## src/rtl/punc_ctrl_mc_if.sv

```systemverilog
// Control bus between the PUnC multi-cycle controller and the datapath/memory side.
// master: the controller (drives strobes and status, samples ir/nzp_match/mem_rdy/step).
// slave:  the datapath/memory side.
interface punc_ctrl_mc_if #(
   parameter int CNT_W = 32
);
   logic [15:0]      ir;
   logic             nzp_match;
   logic             mem_rdy;
   logic             step;
   logic [1:0]       ir_ctl;
   logic [4:0]       pc_ctl;
   logic [5:0]       mem_ctl;
   logic [6:0]       rf_ctl;
   logic [5:0]       dp_ctl;
   logic             halted;
   logic             err;
   logic [1:0]       err_code;
   logic [CNT_W-1:0] instret;

   modport master (
      input  ir, nzp_match, mem_rdy, step,
      output ir_ctl, pc_ctl, mem_ctl, rf_ctl, dp_ctl, halted, err, err_code, instret
   );

   modport slave (
      output ir, nzp_match, mem_rdy, step,
      input  ir_ctl, pc_ctl, mem_ctl, rf_ctl, dp_ctl, halted, err, err_code, instret
   );
endinterface

```

## src/rtl/punc_ctrl_mc.sv

```systemverilog
// PUnC LC3 multi-cycle control FSM with a mem_rdy handshake, access timeout,
// sticky error trap and retired-instruction counter.
// Optional feature: define PUNC_STEP_EN to stall at every instruction boundary
// in STEP_WAIT until a step pulse arrives.
// Select encodings:
//   pc_sel    0 PC+off9, 1 PC+off11, 2 Rq
//   raddr_sel 0 PC, 1 PC+off9, 2 Rq+off6, 3 temp
//   waddr_sel 0 PC+off9, 1 Rq+off6, 2 temp          (memory write address)
//   wdata_sel 0 ALU, 1 memory, 2 PC+off9, 3 PC
//   rf waddr  0 ir[11:9], 1 R7;  rp_sel 0 ir[2:0], 1 ir[11:9];  Rq is ir[8:6]
//   alu_sel   0 ADD, 1 AND, 2 NOT_B;  alu_a_sel 0 Rp, 1 imm5
module punc_ctrl_mc #(
   parameter int MEM_TIMEOUT = 16,
   parameter int CNT_W       = 32
) (
   input logic           clk,
   input logic           rst,
   punc_ctrl_mc_if.master bus
);
   localparam int WAIT_W = (MEM_TIMEOUT < 2) ? 1 : $clog2(MEM_TIMEOUT + 1);

   localparam logic [3:0] OP_BR = 4'd0,  OP_ADD = 4'd1,  OP_LD  = 4'd2,  OP_ST  = 4'd3;
   localparam logic [3:0] OP_JSR = 4'd4, OP_AND = 4'd5,  OP_LDR = 4'd6,  OP_STR = 4'd7;
   localparam logic [3:0] OP_NOT = 4'd9, OP_LDI = 4'd10, OP_STI = 4'd11, OP_JMP = 4'd12;
   localparam logic [3:0] OP_LEA = 4'd14, OP_HLT = 4'd15;

   localparam logic [1:0] PS_OFF9 = 2'd0, PS_OFF11 = 2'd1, PS_RQ = 2'd2;
   localparam logic [1:0] RA_PC = 2'd0, RA_OFF9 = 2'd1, RA_BASE = 2'd2, RA_TEMP = 2'd3;
   localparam logic [1:0] WA_OFF9 = 2'd0, WA_BASE = 2'd1, WA_TEMP = 2'd2;
   localparam logic [1:0] WD_ALU = 2'd0, WD_MEM = 2'd1, WD_PCOFF = 2'd2, WD_PC = 2'd3;
   localparam logic [1:0] ALU_ADD = 2'd0, ALU_AND = 2'd1, ALU_NOT = 2'd2;
   localparam logic [1:0] EC_NONE = 2'd0, EC_ILLEGAL = 2'd1, EC_TIMEOUT = 2'd2;

   typedef enum logic [2:0] {
      INIT, FETCH, DECODE, EXEC, EXEC2, HALT, ERR
`ifdef PUNC_STEP_EN
      , STEP_WAIT
`endif
   } state_t;

   state_t            state_q, state_d;
   logic [WAIT_W-1:0] wait_q, wait_d;
   logic [CNT_W-1:0]  instret_q, instret_d;
   logic [1:0]        err_code_q, err_code_d;

   logic       ir_clr, ir_ld, pc_clr, pc_inc, pc_ld, mem_rd, mem_wr;
   logic [1:0] pc_sel, raddr_sel, mwaddr_sel, wdata_sel, alu_sel;
   logic       rf_wr, rf_waddr_sel, rp_sel, rp_rd, rq_rd;
   logic       temp_ld, nzp_ld, nzp_clr, alu_a_sel;
   logic       mem_busy, done, boundary;
   logic [3:0] opcode;
   logic       rdy;
   logic       unused_bits;

   assign opcode      = bus.ir[15:12];
   assign rdy         = bus.mem_rdy;
   assign unused_bits = ^{bus.ir[10:6], bus.ir[4:0], bus.step};

   // Next state, counters and all control strobes from state/ir/nzp_match/mem_rdy
   always_comb begin
      state_d = state_q;  wait_d = '0;  instret_d = instret_q;  err_code_d = err_code_q;
      ir_clr = 1'b0;  ir_ld = 1'b0;  pc_clr = 1'b0;  pc_inc = 1'b0;  pc_ld = 1'b0;  pc_sel = PS_OFF9;
      mem_rd = 1'b0;  mem_wr = 1'b0;  raddr_sel = RA_PC;  mwaddr_sel = WA_OFF9;
      rf_wr = 1'b0;  wdata_sel = WD_ALU;  rf_waddr_sel = 1'b0;  rp_sel = 1'b0;  rp_rd = 1'b0;  rq_rd = 1'b0;
      temp_ld = 1'b0;  nzp_ld = 1'b0;  nzp_clr = 1'b0;  alu_sel = ALU_ADD;  alu_a_sel = 1'b0;
      mem_busy = 1'b0;  done = 1'b0;  boundary = 1'b0;
      case (state_q)
         INIT: begin
            ir_clr = 1'b1;  pc_clr = 1'b1;  nzp_clr = 1'b1;  boundary = 1'b1;
         end
         FETCH: begin
            mem_rd = 1'b1;  raddr_sel = RA_PC;  mem_busy = 1'b1;
            if (rdy) begin ir_ld = 1'b1;  pc_inc = 1'b1;  state_d = DECODE; end
         end
         DECODE: state_d = EXEC;
         EXEC: begin
            case (opcode)
               OP_ADD, OP_AND: begin
                  rf_wr = 1'b1;  wdata_sel = WD_ALU;  rp_rd = 1'b1;  rq_rd = 1'b1;
                  alu_sel = (opcode == OP_AND) ? ALU_AND : ALU_ADD;
                  alu_a_sel = bus.ir[5];  nzp_ld = 1'b1;  done = 1'b1;
               end
               OP_NOT: begin
                  rf_wr = 1'b1;  wdata_sel = WD_ALU;  rq_rd = 1'b1;  alu_sel = ALU_NOT;
                  nzp_ld = 1'b1;  done = 1'b1;
               end
               OP_LEA: begin rf_wr = 1'b1;  wdata_sel = WD_PCOFF;  nzp_ld = 1'b1;  done = 1'b1; end
               OP_BR:  begin pc_ld = bus.nzp_match;  pc_sel = PS_OFF9;  done = 1'b1; end
               OP_JMP: begin pc_ld = 1'b1;  pc_sel = PS_RQ;  rq_rd = 1'b1;  done = 1'b1; end
               OP_LD, OP_LDR: begin
                  mem_rd = 1'b1;  mem_busy = 1'b1;
                  raddr_sel = (opcode == OP_LDR) ? RA_BASE : RA_OFF9;
                  rq_rd = (opcode == OP_LDR);
                  if (rdy) begin rf_wr = 1'b1;  wdata_sel = WD_MEM;  nzp_ld = 1'b1;  done = 1'b1; end
               end
               OP_ST, OP_STR: begin
                  mem_wr = 1'b1;  mem_busy = 1'b1;  rp_sel = 1'b1;  rp_rd = 1'b1;
                  mwaddr_sel = (opcode == OP_STR) ? WA_BASE : WA_OFF9;
                  rq_rd = (opcode == OP_STR);
                  done = rdy;
               end
               OP_LDI, OP_STI: begin
                  mem_rd = 1'b1;  raddr_sel = RA_OFF9;  mem_busy = 1'b1;
                  if (rdy) begin temp_ld = 1'b1;  state_d = EXEC2; end
               end
               OP_JSR: begin
                  rf_wr = 1'b1;  wdata_sel = WD_PC;  rf_waddr_sel = 1'b1;  state_d = EXEC2;
               end
               OP_HLT: begin state_d = HALT;  instret_d = instret_q + 1'b1; end
               default: begin state_d = ERR;  err_code_d = EC_ILLEGAL; end
            endcase
         end
         EXEC2: begin
            case (opcode)
               OP_JSR: begin
                  pc_ld = 1'b1;  pc_sel = bus.ir[11] ? PS_OFF11 : PS_RQ;
                  rq_rd = ~bus.ir[11];  done = 1'b1;
               end
               OP_LDI: begin
                  mem_rd = 1'b1;  raddr_sel = RA_TEMP;  mem_busy = 1'b1;
                  if (rdy) begin rf_wr = 1'b1;  wdata_sel = WD_MEM;  nzp_ld = 1'b1;  done = 1'b1; end
               end
               default: begin
                  mem_wr = 1'b1;  mwaddr_sel = WA_TEMP;  rp_sel = 1'b1;  rp_rd = 1'b1;
                  mem_busy = 1'b1;  done = rdy;
               end
            endcase
         end
`ifdef PUNC_STEP_EN
         STEP_WAIT: if (bus.step) state_d = FETCH;
`endif
         default: ;
      endcase
      // Completed instruction: retire it and cross the instruction boundary
      if (done) begin
         boundary  = 1'b1;
         instret_d = instret_q + 1'b1;
      end
      if (boundary) begin
`ifdef PUNC_STEP_EN
         state_d = STEP_WAIT;
`else
         state_d = FETCH;
`endif
      end
      // Stalled access: count waiting cycles; a ready in the last allowed cycle still completes
      if (mem_busy && !rdy) begin
         if (wait_q == WAIT_W'(MEM_TIMEOUT - 1)) begin
            state_d    = ERR;
            err_code_d = EC_TIMEOUT;
         end else begin
            wait_d = wait_q + 1'b1;
         end
      end
   end

   // Control state registers with synchronous reset
   always_ff @(posedge clk) begin
      if (rst) begin
         state_q    <= INIT;
         wait_q     <= '0;
         instret_q  <= '0;
         err_code_q <= EC_NONE;
      end else begin
         state_q    <= state_d;
         wait_q     <= wait_d;
         instret_q  <= instret_d;
         err_code_q <= err_code_d;
      end
   end

   assign bus.ir_ctl   = {ir_clr, ir_ld};
   assign bus.pc_ctl   = {pc_clr, pc_inc, pc_ld, pc_sel};
   assign bus.mem_ctl  = {mem_rd, mem_wr, raddr_sel, mwaddr_sel};
   assign bus.rf_ctl   = {rf_wr, wdata_sel, rf_waddr_sel, rp_sel, rp_rd, rq_rd};
   assign bus.dp_ctl   = {temp_ld, nzp_ld, nzp_clr, alu_sel, alu_a_sel};
   assign bus.halted   = (state_q == HALT);
   assign bus.err      = (state_q == ERR);
   assign bus.err_code = err_code_q;
   assign bus.instret  = instret_q;
endmodule
```

## src/flat_wrapper.sv

```systemverilog
// flat-port wrapper written by rule: the top's interface ports become plain ports
module punc_ctrl_mc_flat 
#(
   parameter int MEM_TIMEOUT = 16,
   parameter int CNT_W       = 32
)
  (clk, rst, bus_ir, bus_nzp_match, bus_mem_rdy, bus_step, bus_ir_ctl, bus_pc_ctl, bus_mem_ctl, bus_rf_ctl, bus_dp_ctl, bus_halted, bus_err, bus_err_code, bus_instret);
  punc_ctrl_mc_if #(.CNT_W(CNT_W)) bus_i ();
  input logic clk;
  input logic rst;
  input wire logic [$bits(bus_i.ir)-1:0] bus_ir;
  input wire logic [$bits(bus_i.nzp_match)-1:0] bus_nzp_match;
  input wire logic [$bits(bus_i.mem_rdy)-1:0] bus_mem_rdy;
  input wire logic [$bits(bus_i.step)-1:0] bus_step;
  output wire logic [$bits(bus_i.ir_ctl)-1:0] bus_ir_ctl;
  output wire logic [$bits(bus_i.pc_ctl)-1:0] bus_pc_ctl;
  output wire logic [$bits(bus_i.mem_ctl)-1:0] bus_mem_ctl;
  output wire logic [$bits(bus_i.rf_ctl)-1:0] bus_rf_ctl;
  output wire logic [$bits(bus_i.dp_ctl)-1:0] bus_dp_ctl;
  output wire logic [$bits(bus_i.halted)-1:0] bus_halted;
  output wire logic [$bits(bus_i.err)-1:0] bus_err;
  output wire logic [$bits(bus_i.err_code)-1:0] bus_err_code;
  output wire logic [$bits(bus_i.instret)-1:0] bus_instret;
  assign bus_i.ir = bus_ir;
  assign bus_i.nzp_match = bus_nzp_match;
  assign bus_i.mem_rdy = bus_mem_rdy;
  assign bus_i.step = bus_step;
  assign bus_ir_ctl = bus_i.ir_ctl;
  assign bus_pc_ctl = bus_i.pc_ctl;
  assign bus_mem_ctl = bus_i.mem_ctl;
  assign bus_rf_ctl = bus_i.rf_ctl;
  assign bus_dp_ctl = bus_i.dp_ctl;
  assign bus_halted = bus_i.halted;
  assign bus_err = bus_i.err;
  assign bus_err_code = bus_i.err_code;
  assign bus_instret = bus_i.instret;
  punc_ctrl_mc #(.MEM_TIMEOUT(MEM_TIMEOUT), .CNT_W(CNT_W)) u_core (.clk(clk), .rst(rst), .bus(bus_i));
endmodule
```

## config.mk

```make
export PLATFORM = sky130hd
export DESIGN_NAME = punc_ctrl_mc_flat
export DESIGN_NICKNAME = d
export VERILOG_FILES = /design/src/rtl/punc_ctrl_mc_if.sv /design/src/rtl/punc_ctrl_mc.sv /design/src/flat_wrapper.sv
export SDC_FILE = /design/constraint.sdc
export NUM_CORES = 1
export LEC_CHECK = 0
export ABC_CLOCK_PERIOD_IN_PS = 2630
export CAP_MARGIN = 20
export CORE_MARGIN = 5
export CORE_UTILIZATION = 25
export CTS_BUF_LIST = sky130_fd_sc_hd__clkbuf_8
export CTS_CLUSTER_SIZE = 28
export DETAILED_ROUTE_END_ITERATION = 12
export PLACE_DENSITY = 0.59
export SYNTH_ARGS = -nofsm -noshare
export SYNTH_HDL_FRONTEND = slang
export SYNTH_SLANG_ARGS = --single-unit
export TNS_END_PERCENT = 1
```

## constraint.sdc

```tcl
create_clock -name clk -period 2.63 [get_ports clk]
set_input_delay 0.3945 -clock clk [delete_from_list [all_inputs] [get_ports clk]]
set_output_delay 0.3945 -clock clk [all_outputs]
set_load 0.02 [all_outputs]
```

==> results of run 1 <==
## logic make-up after synthesis
group           synth area share
simple gates              0.3022
mux                      0.02701
xor+xnor                 0.01603
flops                     0.3077
buf+inv                  0.09432
compound gates            0.2390
fa+ha+maj                0.01374
## synth_stat cells, drive strengths merged (4+ instances only)
library cell	number
dfxtp	42
a21oi	35
nor2	31
buf	23
nand2	20
o21ai	18
inv	16
nand3	13
clkbuf	12
nand4	11
nor3	11
nor2b	10
o31ai	10
or3	9
or4	8
and3	7
a21o	5
nor4	5
a31o	4
mux2i	4
o211ai	4
## per-layer routing
metal  GRT usage  share of wire  vias to the layer above
li1            -              -                     1472
met1      0.1673           0.47                     1381
met2      0.1956           0.45                       80
met3     0.02590          0.060                       12
met4     0.03880          0.018                        0
met5           0              0                        -
## worst reg2reg max path, stage by stage (launching register included)
cell      delay (ns)
dfxtp_2         0.41
or3b_1          0.45
buf_4           0.18
a211oi_2        0.22
a21oi_1         0.21
buf_4           0.25
or3_1           0.31
a21oi_1         0.15
## worst max-delay path by stage
stage / to / cells past startpoint
4_1_cts: bus_mem_ctl[1] / 6
3_3_place_gp: u_core.bus.instret[31]$_SDFFE_PP0P_ / 7
2_1_floorplan: bus_rf_ctl[6] / 6
6_report: bus_rf_ctl[6] / 7
5_1_grt: bus_mem_ctl[2] / 6
3_5_place_dp: u_core.bus.instret[31]$_SDFFE_PP0P_ / 7
## through the flow
stage	total power (W)	hold WS, ns	setup WS (ns)
finish	0.001381	0.4561	0.1128
global route	0.001432	0.4863	0.01291
CTS	0.001392	0.4578	0.01342
detailed placement	0.0008704	0.4412	-0.2230
global placement	0.0008696	0.4304	-0.2262
floorplan	0.0007869	0.4176	0.5443
## timing repair
| item | 4_1_cts | 5_1_grt |
|---|---|---|
| setup endpoints to repair | 20 | 9 |
| gates resized for setup | 20 | 7 |
| cloned | 0 | 0 |
## where the power goes
group	switching (W)	leakage, nW	internal (W)
clock	0.000242	0.0585	0.000285
sequential	0.00000994	0.340	0.000641
combinational	0.000106	1.10	0.0000978
total	0.000357	1.50	0.00102
## flip-flops by register name, indices dropped and copies added, names as in the netlist
name                 flops
u_core.state_q           3
u_core.bus.err_code      2
u_core.wait_q            5
u_core.bus.instret      32
## final cells by class
class                   instances  area [sq um]  share of cell area
well taps                     140         175.2             0.04469
clock inverters                 3         43.79             0.01117
flip-flops and latches         42         844.6              0.2154
clock buffers                   5         68.82             0.01756
repair buffers                123          1085              0.2767
inverters                      16         60.06             0.01532
multi-input cells             261          1643              0.4191
==> impl_metrics.ini, run 1 <==
[run_status]
outcome = completed

[sta]
timing.fmax_mhz = 397.3
tns_ns = 0
setup_viol = 0
worst_pin_slew_ns = 0.8086
drv_slew = 0
period_share = 0.9571
finClkSkew_ns = 0.01091
rsz0062_at_grt = false
relSlewSlack = 0.4609
hold_viol_final = 0
fin_crit_ns = 2.517

[worst_setup_path]
crit_slowest_cell = clkdlybuf4s50_1
critPathRequiredTime_ns = 2.24
cpPeakStageDelay_ns = 0.46
crit_chain = clkdlybuf4s50_1 > buf_4 > nand2b_1 > o22ai_1 > a22o_1 > or2_2 > dlygate4sd2_1
cp-end-kind = primary output
path_max_fanout = 9
r2r_slack_ns = 0.39
path_buf_inv = 3
critical_path.startpoint = bus_ir[12]
reg2reg_to = u_core.bus.instret[5]$_SDFFE_PP0P_
crit_arrival_ns = 2.12
r2r_start = u_core.state_q[2]$_SDFF_PP0_
path_delay_family = buffers and inverters
r2r_cells = 7
start_kind = input pin
crit_type = in -> out

[cts]
cts_buffer_depth = 2
tritoncts = done
cts_sinks = 42
cts_root_buf = clkbuf_8
clk_latency_ns = 0.30
cts-buffers-inserted = 5
cts_hold_buf = 0
clk_pin_slew_ns = 0.08
htreeDepth = 2
postCtsSetupRepairBufs = 0

[die]
dieArea_sq_um = 13120
start_util = 0.2532
core_sq_um = 10790
dieWidth_microns = 114.6
io_pins = 83
num_rows = 38
die_h_microns = 114.6

[route]
drt-pass1-iter-count = 4
vias = 2945
wirelength_microns = 8307
ant_nets = 0
drt-initial-drc-count = 134
drc = 0
viasPerCell = 4.992
wl_per_cell_microns = 14.08

[synthesis]
synthesis.nets = 378
yosysSeqAreaShare = 0.3077
syn_area_sq_um = 2733
post-synth-top-area-cell = dfxtp_1
async_flop_share = 0
synthDistinctLibCells = 59
synth.area.top_cells = dfxtp_1 (31%), a21oi_1 (6.2%), buf_4 (4.4%), nor2_1 (4.3%), o21ai_0 (3.1%)
synth-edff-count = 0
synth_flop_cell = dfxtp_1
netlist_instances = 354
netlist.area_leader.share = 0.3077
avgSynthCellArea_sq_um = 7.719
ys_seq_elements = 42
ys_warn_count = 0

[global_routing]
grt_usage = 0.1234
grt_pass1_vias = 2748
grt_pass1_wl_microns = 13480
overflow = 0
grt_max_degree = 19
antenna_found_initial = 0

[layout]
syn2layout_area_growth_pct = 43.45
nNetsFinal = 473
fin_util = 0.3632
fin_cells = 590
final_area_sq_um = 3920
diodes = 0
final_cell_mix = buf_4 (52), clkdlybuf4s50_1 (51), dfxtp_1 (39)
drive_above_1_share = 0.1822
nFillCells = 1114
layout_commonest_cell = buf_4

[placement]
dpl.hpwl_microns = 6343
gp_congestion = 0.8441
placed_area_sq_um = 3811
port_buffers = 71
post-place-cells = 582

[worst_hold_path]
min_path_type = reg -> reg
min_to = u_core.wait_q[0]$_SDFF_PP0_
hp-start = u_core.wait_q[0]$_SDFF_PP0_
holdPathStages = 1

[pwr]
ir_drop_mv = 0.1822
cellPowerDensity_nw_per_um2 = 352.3
leakagePower_nw = 1.496

[job]
drv_cap = 0
Power figures use the tool's default switching activity.
==> inputs of run 2 (changes only) <==
--- a/config.mk
+++ b/config.mk
@@ -5,7 +5,6 @@
 export SDC_FILE = /design/constraint.sdc
 export NUM_CORES = 1
 export LEC_CHECK = 0
-export ABC_CLOCK_PERIOD_IN_PS = 2630
 export CAP_MARGIN = 20
 export CORE_MARGIN = 5
 export CORE_UTILIZATION = 25
@@ -13,6 +12,7 @@
 export CTS_CLUSTER_SIZE = 28
 export DETAILED_ROUTE_END_ITERATION = 12
 export PLACE_DENSITY = 0.59
+export REMOVE_ABC_BUFFERS = 1
 export SYNTH_ARGS = -nofsm -noshare
 export SYNTH_HDL_FRONTEND = slang
 export SYNTH_SLANG_ARGS = --single-unit
==> run 2 against run 1 <==
- worst setup slack got worse by 0.043 ns
- cell area increased by 0.54%
- utilization increased by 0.20 points
- combinational power about the same
- register-to-register slack got worse by 0.06 ns
- sequential cell count unchanged
- die area unchanged
- clock power decreased by 21%
- non-clock buffer count increased by 1
- critical path depth decreased by 2
- critical path type unchanged
==> impl_metrics.ini, run 2 (same netlist as run 1, synthesis figures left out) <==
[route]
drt-initial-drc-count = 130
drc = 0
drt-pass1-iter-count = 4
wl_per_cell_microns = 13.82
wirelength_microns = 8166
viasPerCell = 4.966
ant_nets = 0
vias = 2935

[global_routing]
grt_pass1_vias = 2849
grt_pass1_wl_microns = 13720
overflow = 0
antenna_found_initial = 0
grt_usage = 0.1256
grt_max_degree = 27

[die]
dieWidth_microns = 114.6
start_util = 0.2532
io_pins = 83
core_sq_um = 10790
num_rows = 38
dieArea_sq_um = 13120
die_h_microns = 114.6

[cts]
tritoncts = done
cts-buffers-inserted = 5
postCtsSetupRepairBufs = 0
cts_sinks = 42
cts_hold_buf = 0
clk_latency_ns = 0.30
htreeDepth = 2
cts_buffer_depth = 2
cts_root_buf = clkbuf_8
clk_pin_slew_ns = 0.08

[placement]
post-place-cells = 583
port_buffers = 71
dpl.hpwl_microns = 6275
placed_area_sq_um = 3831
pre_cts_slack_ns = -0.2549
gp_congestion = 0.8299

[worst_setup_path]
critPathRequiredTime_ns = 2.24
path_buf_inv = 3
path_max_fanout = 16
crit_top_cell = clkdlybuf4s50_1
path_delay_family = buffers and inverters
crit_type = in -> out
start_kind = input pin
crit_arrival_ns = 2.17
cp-end-kind = primary output
crit_slowest_cell = clkdlybuf4s50_1
cpPeakStageDelay_ns = 0.61
crit_chain = clkdlybuf4s50_1 > buf_4 > nor2b_2 > and3_1 > clkdlybuf4s50_1

[layout]
largest_reg_flops = 32
nNetsFinal = 474
diodes = 0
final_area_sq_um = 3941
syn2layout_area_growth_pct = 44.23
seqCellArea_sq_um = 842.1
final_cell_mix = buf_4 (51), clkdlybuf4s50_1 (49), dfxtp_1 (41)
multi_input_area_sq_um = 1655
fin_cells = 591
nFillCells = 1109
layout_commonest_cell = buf_4
drive_above_1_share = 0.1818

[sta]
timing.fmax_mhz = 390.6
hold_viol_final = 0
drv_slew = 0
setup_ws_ns = 0.06985
fin_crit_ns = 2.560
finClkSkew_ns = 0.01276
tns_ns = 0
rsz0062_at_grt = true
setup_viol = 0
hold_slack_ns = 0.4536
worst_pin_slew_ns = 0.5631
period_share = 0.9734
relSlewSlack = 0.6193

[run_status]
outcome = completed

[pwr]
pwr-share-clk = 0.328
cellPowerDensity_nw_per_um2 = 321.4
leakagePower_nw = 1.553
swShare = 0.2744
p_sw_w = 0.0003476
seq_power_share = 0.512
p_int_w = 0.0009192
ir_drop_mv = 0.1895
pwr-share-comb = 0.160

[worst_hold_path]
min_path_type = reg -> reg

[job]
drv_cap = 0
## run 2: cell count changes in the layout (fill, tap and decap cells not counted), moves of 2 or more
cell | before | now
dfxtp_2 | 3 | 1
dlygate4sd2_1 | 17 | 15
dlymetal6s2s_1 | 2 | 6
dfxtp_1 | 39 | 41
clkdlybuf4s50_1 | 51 | 49
buf_6 | 0 | 2
## run 2: routing by layer
layer / up-vias / track usage / routed length, microns
li1: 1476 / - / -
met1: 1379 / 0.1729 / 3954
met2: 74 / 0.2053 / 3724
met3: 6 / 0.02378 / 423
met4: 0 / 0.02375 / 63
met5: - / 0 / 0
## run 2: area by class of cell
cell class / count / share of cell area
clock buffers: 5 / 0.01746
clock inverters: 3 / 0.004444
inverters: 16 / 0.01524
multi-input cells: 261 / 0.4200
flip-flops and latches: 42 / 0.2137
well taps: 140 / 0.04444
repair buffers: 124 / 0.2848
## run 2: worst register-to-register path: stages, from the launching register on
cell      delay (ns)
dfxtp_1         0.39
or3b_1          0.47
buf_4           0.18
a211oi_2        0.26
a21oi_2         0.11
buf_4           0.18
buf_12          0.12
or4_1           0.39
a21oi_1         0.14
## run 2: worst paths after layout
| kind | from | endpoint | slack [ns] | depth (start not counted) |
|---|---|---|---|---|
| max | bus_ir[12] | bus_dp_ctl[2] | 0.07 | 5 |
| min reg2reg | u_core.wait_q[0]$_SDFF_PP0_ | u_core.wait_q[0]$_SDFF_PP0_ | 0.45 | 1 |
| min | u_core.wait_q[0]$_SDFF_PP0_ | u_core.wait_q[0]$_SDFF_PP0_ | 0.45 | 1 |
| max reg2reg | u_core.state_q[0]$_SDFF_PP0_ | u_core.bus.instret[13]$_SDFFE_PP0P_ | 0.33 | 8 |
## run 2: stage by stage
| stage | util | total power, W |
|---|---|---|
| after floorplan | - | 0.0007448 |
| after global routing | 0.3652 | 0.001326 |
| after global placement | 0.3550 | 0.0008647 |
| final | 0.3652 | 0.001267 |
| after detailed placement | 0.3550 | 0.0008675 |
| after CTS | 0.3619 | 0.001283 |
## run 2: what timing repair did
action / 4_1_cts / 5_1_grt
endpoints found under the setup margin: 18 / 19
gates resized for setup: 20 / 10
gates cloned: 0 / 0
## run 2: power groups by stage
stage	Clock, W	Sequential (W)	Combinational (W)
after global placement	0	0.000663	0.000201
after global routing	0.000454	0.000650	0.000221
final	0.000416	0.000649	0.000202
after floorplan	0	0.000663	0.0000815
after CTS	0.000432	0.000649	0.000203
after detailed placement	0	0.000664	0.000204
==> inputs of run 3 (changes only) <==
--- a/config.mk
+++ b/config.mk
@@ -13,6 +13,7 @@
 export DETAILED_ROUTE_END_ITERATION = 12
 export PLACE_DENSITY = 0.59
 export REMOVE_ABC_BUFFERS = 1
+export SLEW_MARGIN = 20
 export SYNTH_ARGS = -nofsm -noshare
 export SYNTH_HDL_FRONTEND = slang
 export SYNTH_SLANG_ARGS = --single-unit
==> results of run 3 <==
The final DEF is identical to that of run 2; final timing and power are the same.
